**src/rtl/counter.sv**
```systemverilog
// Synchronous up/down binary counter with parallel load and count enable.
// Priority on every rising edge: reset, then load, then enabled count, then hold.
module counter #(
    parameter int WIDTH = 4
) (
    input  logic             clk,
    input  logic             reset,
    input  logic             load,
    input  logic [WIDTH-1:0] load_in,
    input  logic             enable,
    input  logic             up,
    output logic [WIDTH-1:0] count_out
);

    logic [WIDTH-1:0] r_count;

    // Modulo-2^WIDTH arithmetic: the increment and decrement wrap naturally.
    always_ff @(posedge clk) begin
        if (reset) begin
            r_count <= '0;
        end else if (load) begin
            r_count <= load_in;
        end else if (enable) begin
            if (up) begin
                r_count <= r_count + WIDTH'(1);
            end else begin
                r_count <= r_count - WIDTH'(1);
            end
        end
    end

    assign count_out = r_count;

endmodule

```
**config.mk**
```make
export PLATFORM = sky130hd
export DESIGN_NAME = counter
export DESIGN_NICKNAME = d
export VERILOG_FILES = /design/src/rtl/counter.sv
export SDC_FILE = /design/constraint.sdc
export NUM_CORES = 1
export LEC_CHECK = 0
export ABC_CLOCK_PERIOD_IN_PS = 2160
export CAP_MARGIN = 5
export CORE_AREA = 2 2 39 41
export DETAILED_ROUTE_END_ITERATION = 7
export DIE_AREA = 0 0 41 43
export GPL_TIMING_DRIVEN = 0
export PLACE_DENSITY_LB_ADDON = 0.1
export SLEW_MARGIN = 10
export SYNTH_ARGS = -nofsm -noshare
export SYNTH_HDL_FRONTEND = slang
export SYNTH_SLANG_ARGS = --single-unit
```
**constraint.sdc**
```tcl
create_clock -name clk -period 2.16 [get_ports clk]
set_input_delay 0.432 -clock clk [delete_from_list [all_inputs] [get_ports clk]]
set_output_delay 0.432 -clock clk [all_outputs]
set_load 0.005 [all_outputs]
```
==> results of run 1 <==
routing by layer:
layer  part of all wire (%)  global-route usage, %  routed length [um]  vias up
li1                       -                      -                   -      136
met1                     41                   12.6                 272      118
met2                     51                   15.0                 340        7
met3                    8.2                   2.09                  55        0
met4                      0                   8.00                   0        0
met5                      0                      0                   0        -
layout by cell type (no fill, tap or decap):
| master | n |
|---|---|
| mux2_2 | 1 |
| nor2_1 | 3 |
| clkdlybuf4s50_1 | 11 |
| a2111oi_2 | 1 |
| mux2i_1 | 2 |
| a311o_2 | 1 |
| inv_1 | 1 |
| xor2_1 | 1 |
| or3b_1 | 1 |
| a211o_2 | 1 |
| ha_1 | 2 |
| clkbuf_4 | 3 |
| nand2b_1 | 1 |
| nor3b_1 | 1 |
| fa_1 | 1 |
| dfxtp_1 | 4 |
| a21oi_1 | 3 |
| xnor2_1 | 2 |
| nand3_1 | 1 |
| nand2_1 | 2 |
| buf_6 | 1 |
through the flow:
stage                     hold WS, ns  TNS [ns]  cells
after global routing            0.497         0     60
after detailed placement        0.621  -0.00126     57
after CTS                       0.462         0     60
final                           0.471         0     60
after global placement          0.611  -0.00421     57
after floorplan                 0.501         0     30
logic make-up (layout without fill, tap and decap cells):
logic type,after synthesis,after routing
AND/OR/NAND/NOR,9,9
AO/OA/AOI/OAI,6,6
flip-flops,4,4
adder cells (fa/ha/maj),3,3
XOR/XNOR,3,3
multiplexers,3,3
buffers and inverters,2,16
worst max-delay path by stage:
| stage | from | to | slack (ns) | cells past startpoint |
|---|---|---|---|---|
| finish | up | count_out[3] | 0.26 | 6 |
| global route | up | count_out[3] | 0.13 | 6 |
| CTS | up | count_out[3] | 0.25 | 6 |
| detailed placement | up | count_out[3] | -0.001 | 6 |
| global placement | up | count_out[3] | -0.004 | 6 |
| floorplan | up | count_out[2] | 0.62 | 5 |
cells in the mapped netlist, drive strengths merged:
master	count	area share [%]
dfxtp	4	27
a21oi	3	5.1
nor2	3	3.8
ha	2	8.5
mux2i	2	6.8
nand2	2	2.5
xnor2	2	5.9
a2111oi	1	5.1
a211o	1	3.4
a311o	1	3.8
buf	1	3.8
fa	1	6.8
inv	1	1.3
mux2	1	3.8
nand2b	1	2.1
nand3	1	1.7
nor3b	1	2.5
or3b	1	3.0
xor2	1	3.0
worst reg2reg max path: stages (launching register included):
cell and delay, ns:
dfxtp_1 0.42, fa_1 0.46, mux2_2 0.28, mux2i_1 0.12, nor2_1 0.05
power groups by stage:
stage	sequential, mW	clock (mW)	combinational (mW)
after floorplan	0.0892	0	0.0402
after global placement	0.0898	0	0.0751
after detailed placement	0.0904	0	0.0759
after CTS	0.0892	0.100	0.0769
after global routing	0.0903	0.102	0.0851
final	0.0890	0.0938	0.0758
area by class of cell:
cell class                 count  area (um^2)
buffer                         1         11.3
clock buffer                   3         22.5
fill                         158          936
inverter                       1         3.75
multi-input combinational     24          200
sequential                     4         80.1
tap                           16         20.0
timing repair buffer          11          110
==> impl_metrics.toml, run 1 <==
[final_layout]
fin_util_pct = 32.4
stdcell_area_um2 = 448
largest_reg_flops = 4
n_antenna_cell = 0
layout.nets = 58
drive_gt1_share_pct = 18.2
areaGrowthSynthToFinish_pct = 51.7

[timing]
period_share_pct = 88.1
slew_headroom_pct = 82.8
hold_violations = 0
finalWorstSetupSlack_ns = 0.257
slew_viol_final = 0
setup_viol_count_final = 0
worst_pin_slew_ns = 0.257
rsz0062_at_grt = "false"
skew_ns = 0.000380
fmax_mhz = 526
fin_crit_ns = 1.90

[setup_path]
worstPathRequired_ns = 2.28
ff2ff_setup_slack_ns = 0.72
start_kind = "input pin"
slowest_delay_ns = 0.49
crit-reg2reg-launch = "count_out[0]"
worstSetupPathType = "in -> reg"
crit_fanout = 3
critPathCaptureType = "flip-flop"
timing.rr.end = "count_out[1]"
critPathBufInv = 2
path_cells = "clkdlybuf4s50_1, inv_1, ha_1, a21oi_1, a2111oi_2, a311o_2"
r2r_cells = 4
timing.critical_path.arrival_ns = 2.02
critPathTopFamily = "compound AO/OA/AOI/OAI gates"
slowest_stage = "clkdlybuf4s50_1"

[clock_network]
postCtsSetupRepairBufs = 0
cts-resized-gates = 0
root_buffer = "clkbuf_4"
h-tree-depth = 1
clk_latency_ns = 0.23
hold_buffers = 0
clk_pin_slew_ns = 0.04
cts_num_sinks = 4
cts_buffer_depth = 2
numCtsBuffers = 3
cts_tree = "built"

[hold_path]
hp-class = "in -> reg"
whs_endpoint = "count_out[2]"
worstHoldStart = "load"
holdPathStages = 3

[route]
dr_total_vias = 261
drc = 0
wl_um = 668
dr.pass1.iters = 2
final_antenna_net_count = 0
drtIter0Drc = 4
via_per_inst = 4.35
post_drt_wl_per_cell_um = 11.1

[die]
die_h_um = 43
initial_core_util_pct = 21.3
num_rows = 14
core-area_mm2 = 0.00138
dieArea_mm2 = 0.00176
ios = 13
die_w_um = 41

[pwr]
pwr-share-clk_pct = 36.3
ir_drop_mv = 0.298
fin_total_pwr_mw = 0.259
switching_share_pct = 26.2
power.net_switching_mw = 0.0678
leakagePower_nw = 0.179
p_int_mw = 0.191
comb_power_share_pct = 29.3
p_per_area_mw_per_mm2 = 577
power_frac_seq_pct = 34.4

[grt]
grt_use_total_pct = 10.4
grt_pass1_vias = 295
grt_pass1_wl_um = 1230
antenna_found_initial = 0
grt_max_degree = 8
globalRouteOverflowTotal = 0

[placement]
post-dp-hpwl_um = 516
numPortBuffers = 11
routabilityCongestion = 0.692
placed_cell_area_um2 = 425
pre_cts_ws_ns = -0.00126

[yosys]
yosys.area_share.simple_pct = 15.7
synth_fa_ha_area_share_pct = 15.3
muxShareOfSynthArea_pct = 10.6
synth_top_family_by_area = "compound AO/OA/AOI/OAI gates"
avgSynthCellArea_um2 = 9.84
ys_seq_area_share_pct = 27.1
synth_warnings = 0
ys_types = 19
ys_ff_latch = 4
synth-compound-area-share_pct = 17.4
synthCells = 30
synth_fp_nets = 42
synth_area_um2 = 295
synth_xor_area_share_pct = 8.90

[run_status]
outcome = "completed"

[run]
cap_violations = 0
Note: power is estimated with default switching activity, not from simulation.
==> run 2: changes to the inputs <==
ABC_CLOCK_PERIOD_IN_PS = 1600   (was 2160)
clock period = 1.6 ns   (was 2.16 ns; I/O delays follow)
==> run 2 against run 1 <==
Effect of this change:
- non-clock buffer count did not move
- sequential power rose by 35%
- clock power rose by 35%
- critical path depth fell by 5
- wire length rose by 1.0%
- largest power group unchanged
- power rose by 35%
- highest routed layer unchanged
- critical endpoint is now count_out[0]
- count of clock-buffer cells in the layout did not move
- worst hold slack got worse by 0.11 ns
- combinational power rose by 36%
- core utilization rose by 0.18 points
==> impl_metrics.toml, run 2 (synthesis results as in run 1) <==
[pwr]
p_per_area_mw_per_mm2 = 778
power.net_switching_mw = 0.0927
switching_share_pct = 26.5
comb_power_share_pct = 29.6
leakagePower_nw = 0.180
ir_drop_mv = 0.403
p_int_mw = 0.258
pwr-share-clk_pct = 36.2
power_frac_seq_pct = 34.3

[hold_path]
hp-class = "in -> reg"

[timing]
slew_viol_final = 0
hold-worst-slack_ns = 0.359
rsz0062_at_grt = "false"
fin_crit_ns = 1.51
worst_pin_slew_ns = 0.257
skew_ns = 0.000381
slew_headroom_pct = 82.8
hold_violations = 0
setup_viol_count_final = 0
fmax_mhz = 661
period_share_pct = 94.5

[clock_network]
hold_buffers = 0
root_buffer = "clkbuf_4"
cts_buffer_depth = 2
numCtsBuffers = 3
postCtsSetupRepairBufs = 0
h-tree-depth = 1
cts_tree = "built"
clk_latency_ns = 0.23
clk_pin_slew_ns = 0.04
cts_num_sinks = 4

[final_layout]
n_antenna_cell = 0
areaGrowthSynthToFinish_pct = 52.5
num-fill-cells = 157
drive_gt1_share_pct = 22.7
layout_common_cells = "10 x clkdlybuf4s50_1, 4 x dfxtp_1, 3 x nor2_1, 3 x clkbuf_4"
mostFrequentLayoutCell = "clkdlybuf4s50_1"
instances_no_fill = 60
layout.nets = 58
largest_reg_flops = 4

[setup_path]
slowest_stage = "clkdlybuf4s50_1"
critPathCaptureType = "output port"
start_kind = "flip-flop"
critPathBufInv = 1
path_cells = "clkdlybuf4s50_1"
timing.critical_path.arrival_ns = 1.19
crit_fanout = 4
slowest_delay_ns = 0.54
worstSetupPathType = "reg -> out"
worstPathRequired_ns = 1.28
critPathTopFamily = "buffers and inverters"

[grt]
grt_pass1_wl_um = 1220
globalRouteOverflowTotal = 0
antenna_found_initial = 0
grt_pass1_vias = 296
grt_max_degree = 8
grt_use_total_pct = 10.4

[route]
dr.pass1.iters = 2
via_per_inst = 4.38
drtIter0Drc = 4
dr_total_vias = 263
wl_um = 675
drc = 0
post_drt_wl_per_cell_um = 11.3
final_antenna_net_count = 0

[run]
cap_violations = 0

[die]
num_rows = 14
die_h_um = 43
die_w_um = 41
ios = 13
initial_core_util_pct = 21.3
dieArea_mm2 = 0.00176
core-area_mm2 = 0.00138

[placement]
placed_cells = 57
routabilityCongestion = 0.692
post-dp-hpwl_um = 516
numPortBuffers = 11

[run_status]
outcome = "completed"
[run 2: through the flow]
step | instance area, um^2 | setup slack, ns | TNS [ns] | utilization [%] | power, mW
finish | 450 | 0.0878 | 0 | 32.5 | 0.350
global route | 450 | 0.0248 | 0 | 32.5 | 0.375
CTS | 450 | 0.0509 | 0 | 32.5 | 0.361
detailed placement | 425 | -0.449 | -1.21 | 30.7 | 0.224
global placement | 425 | -0.452 | -1.23 | 30.7 | 0.223
floorplan | 295 | 0.169 | 0 | - | 0.175
[run 2: power groups by stage]
stage               combinational, mW  clock [mW]  sequential [mW]
floorplan                      0.0543           0            0.120
global placement                0.101           0            0.121
detailed placement              0.102           0            0.122
CTS                             0.105       0.135            0.120
global route                    0.116       0.137            0.122
finish                          0.103       0.127            0.120
[run 2: layout make-up]
class | count | area [um^2] | share of cell area, %
timing repair buffer | 11 | 109 | 24.2
multi-input combinational | 24 | 204 | 45.3
tap | 16 | 20.0 | 4.44
sequential | 4 | 80.1 | 17.8
inverter | 1 | 3.75 | 0.833
clock buffer | 3 | 22.5 | 5.00
buffer | 1 | 11.3 | 2.50
[run 2: what timing repair did]
item | CTS | global route
endpoints found under the hold margin | 0 | 0
endpoints found under the setup margin | 3 | 0
resized for setup | 3 | 0
[run 2: final timing paths]
check	startpoint	end	slack, ns	cells past startpoint
worst max-delay path	count_out[0]	count_out[0]	0.09	1
worst min-delay path	load	count_out[2]	0.36	3
worst min register to register	count_out[2]	count_out[2]	0.62	3
worst max register to register	count_out[0]	count_out[1]	0.16	4
[run 2: worst reg2reg max path: cells and delay by family (launching register included)]
family | cells | cell delay (ns)
fa+ha+maj | 1 | 0.45
flops | 1 | 0.42
mux | 2 | 0.40
simple gates | 1 | 0.05
[run 2: routing by layer]
metal	vias to the layer above	share of wire, %	GRT usage [%]
li1	136	-	-
met1	120	42	12.3
met2	7	50	15.3
met3	0	8.1	2.09
met4	0	0	8.00
met5	-	0	0
==> run 3: changes to the inputs <==
REMOVE_ABC_BUFFERS = 1   (was not set)
==> run 3 against run 2 <==
Effect of this change:
- die area did not move
- combinational power barely moved
- global-route usage fell by 1.6 points
==> impl_metrics.toml, run 3 (synthesis results as in run 1) <==
[route]
drtIter0Drc = 3
post_drt_wl_per_cell_um = 10.8
drc = 0
dr.pass1.iters = 2
wl_um = 650
dr_total_vias = 275
via_per_inst = 4.58
final_antenna_net_count = 0

[clock_network]
h-tree-depth = 1
postCtsSetupRepairBufs = 0
clk_pin_slew_ns = 0.04
cts_buffer_depth = 2
cts_tree = "built"
cts_num_sinks = 4
root_buffer = "clkbuf_4"
numCtsBuffers = 3
cts-resized-gates = 2
clk_latency_ns = 0.23
hold_buffers = 0

[placement]
routabilityCongestion = 0.660
placed_cells = 57
numPortBuffers = 12
pre_cts_ws_ns = -0.417

[grt]
grt_pass1_vias = 259
grt_use_total_pct = 8.75
grt_pass1_wl_um = 1010
met2_usage_pct = 11.9
globalRouteOverflowTotal = 0
antenna_found_initial = 0
top_usage_layer = "met2"
grt_max_degree = 8
use_met1_pct = 10.0
met3_usage_pct = 3.14

[timing]
slew_headroom_pct = 79.8
rsz0062_at_grt = "false"
worst_pin_slew_ns = 0.302
setup_viol_count_final = 0
hold_violations = 0
period_share_pct = 93.8
skew_ns = 0.000702
tns_ns = 0
fmax_mhz = 667
slew_viol_final = 0
finalWorstSetupSlack_ns = 0.0999
fin_crit_ns = 1.50

[setup_path]
critPathTopFamily = "buffers and inverters"
critPathBufInv = 1
slowest_stage = "clkdlybuf4s50_1"
slowest_delay_ns = 0.64
worstPathRequired_ns = 1.71
start_kind = "input pin"
worstSetupPathType = "in -> reg"
path_cells = "clkdlybuf4s50_1, nand2b_1, nor3b_1, a311o_2"
timing.critical_path.arrival_ns = 1.61
crit_fanout = 7
critPathCaptureType = "flip-flop"

[final_layout]
layout_common_cells = "11 x clkdlybuf4s50_1, 4 x dfxtp_1, 3 x nor2_1, 3 x a21oi_1, 3 x clkbuf_4"
drive_gt1_share_pct = 18.2
mostFrequentLayoutCell = "clkdlybuf4s50_1"
fin_util_pct = 32.2
largest_reg_flops = 4
layout.nets = 58
n_antenna_cell = 0
instances_no_fill = 60
areaGrowthSynthToFinish_pct = 50.8

[run]
cap_violations = 0

[die]
num_rows = 14
initial_core_util_pct = 21.3
die_w_um = 41
dieArea_mm2 = 0.00176
core-area_mm2 = 0.00138
die_h_um = 43
ios = 13

[hold_path]
hp-class = "reg -> reg"

[run_status]
outcome = "completed"

[pwr]
p_per_area_mw_per_mm2 = 770
leakagePower_nw = 0.177
ir_drop_mv = 0.259
==> run 3: power by group <==
group | switching, mW | total (mW) | internal (mW)
logic | 0.0383 | 0.100 | 0.0621
clock network | 0.0393 | 0.123 | 0.0838
registers | 0.00978 | 0.119 | 0.110
total | 0.0874 | 0.343 | 0.256
==> run 3: worst register-to-register path: cells and delay by family (launching register included) <==
kind	cells	cell delay (ns)
adder cells (fa/ha/maj)	1	0.42
flip-flops	1	0.35
XOR/XNOR	1	0.14
AO/OA/AOI/OAI	2	0.44
==> run 3: layout make-up <==
class	instances	area [um^2]
fill	142	938
multi-input combinational	24	200
timing repair buffer	12	119
sequential	4	80.1
clock buffer	3	22.5
tap	16	20.0
inverter	1	3.75
==> run 3: path summary, 6_finish.rpt <==
kind              slack [ns]         start            to  cells past startpoint
hold / removal          0.63  count_out[2]  count_out[2]                      3
hold reg to reg         0.63  count_out[2]  count_out[2]                      3
setup / recovery         0.1          load  count_out[3]                      4
setup reg to reg        0.18  count_out[0]  count_out[2]                      4
==> run 3: per-layer routing <==
layer,part of all wire [%],wire length [um]
met4,0,0
met2,52,339
met5,0,0
met3,5.7,37
met1,42,274
==> run 3: stage by stage <==
step	instance area (um^2)	power (mW)	hold slack (ns)
CTS	445	0.354	0.628
global placement	424	0.222	0.608
global route	445	0.370	0.648
floorplan	284	0.170	0.389
finish	445	0.343	0.628
detailed placement	424	0.223	0.623
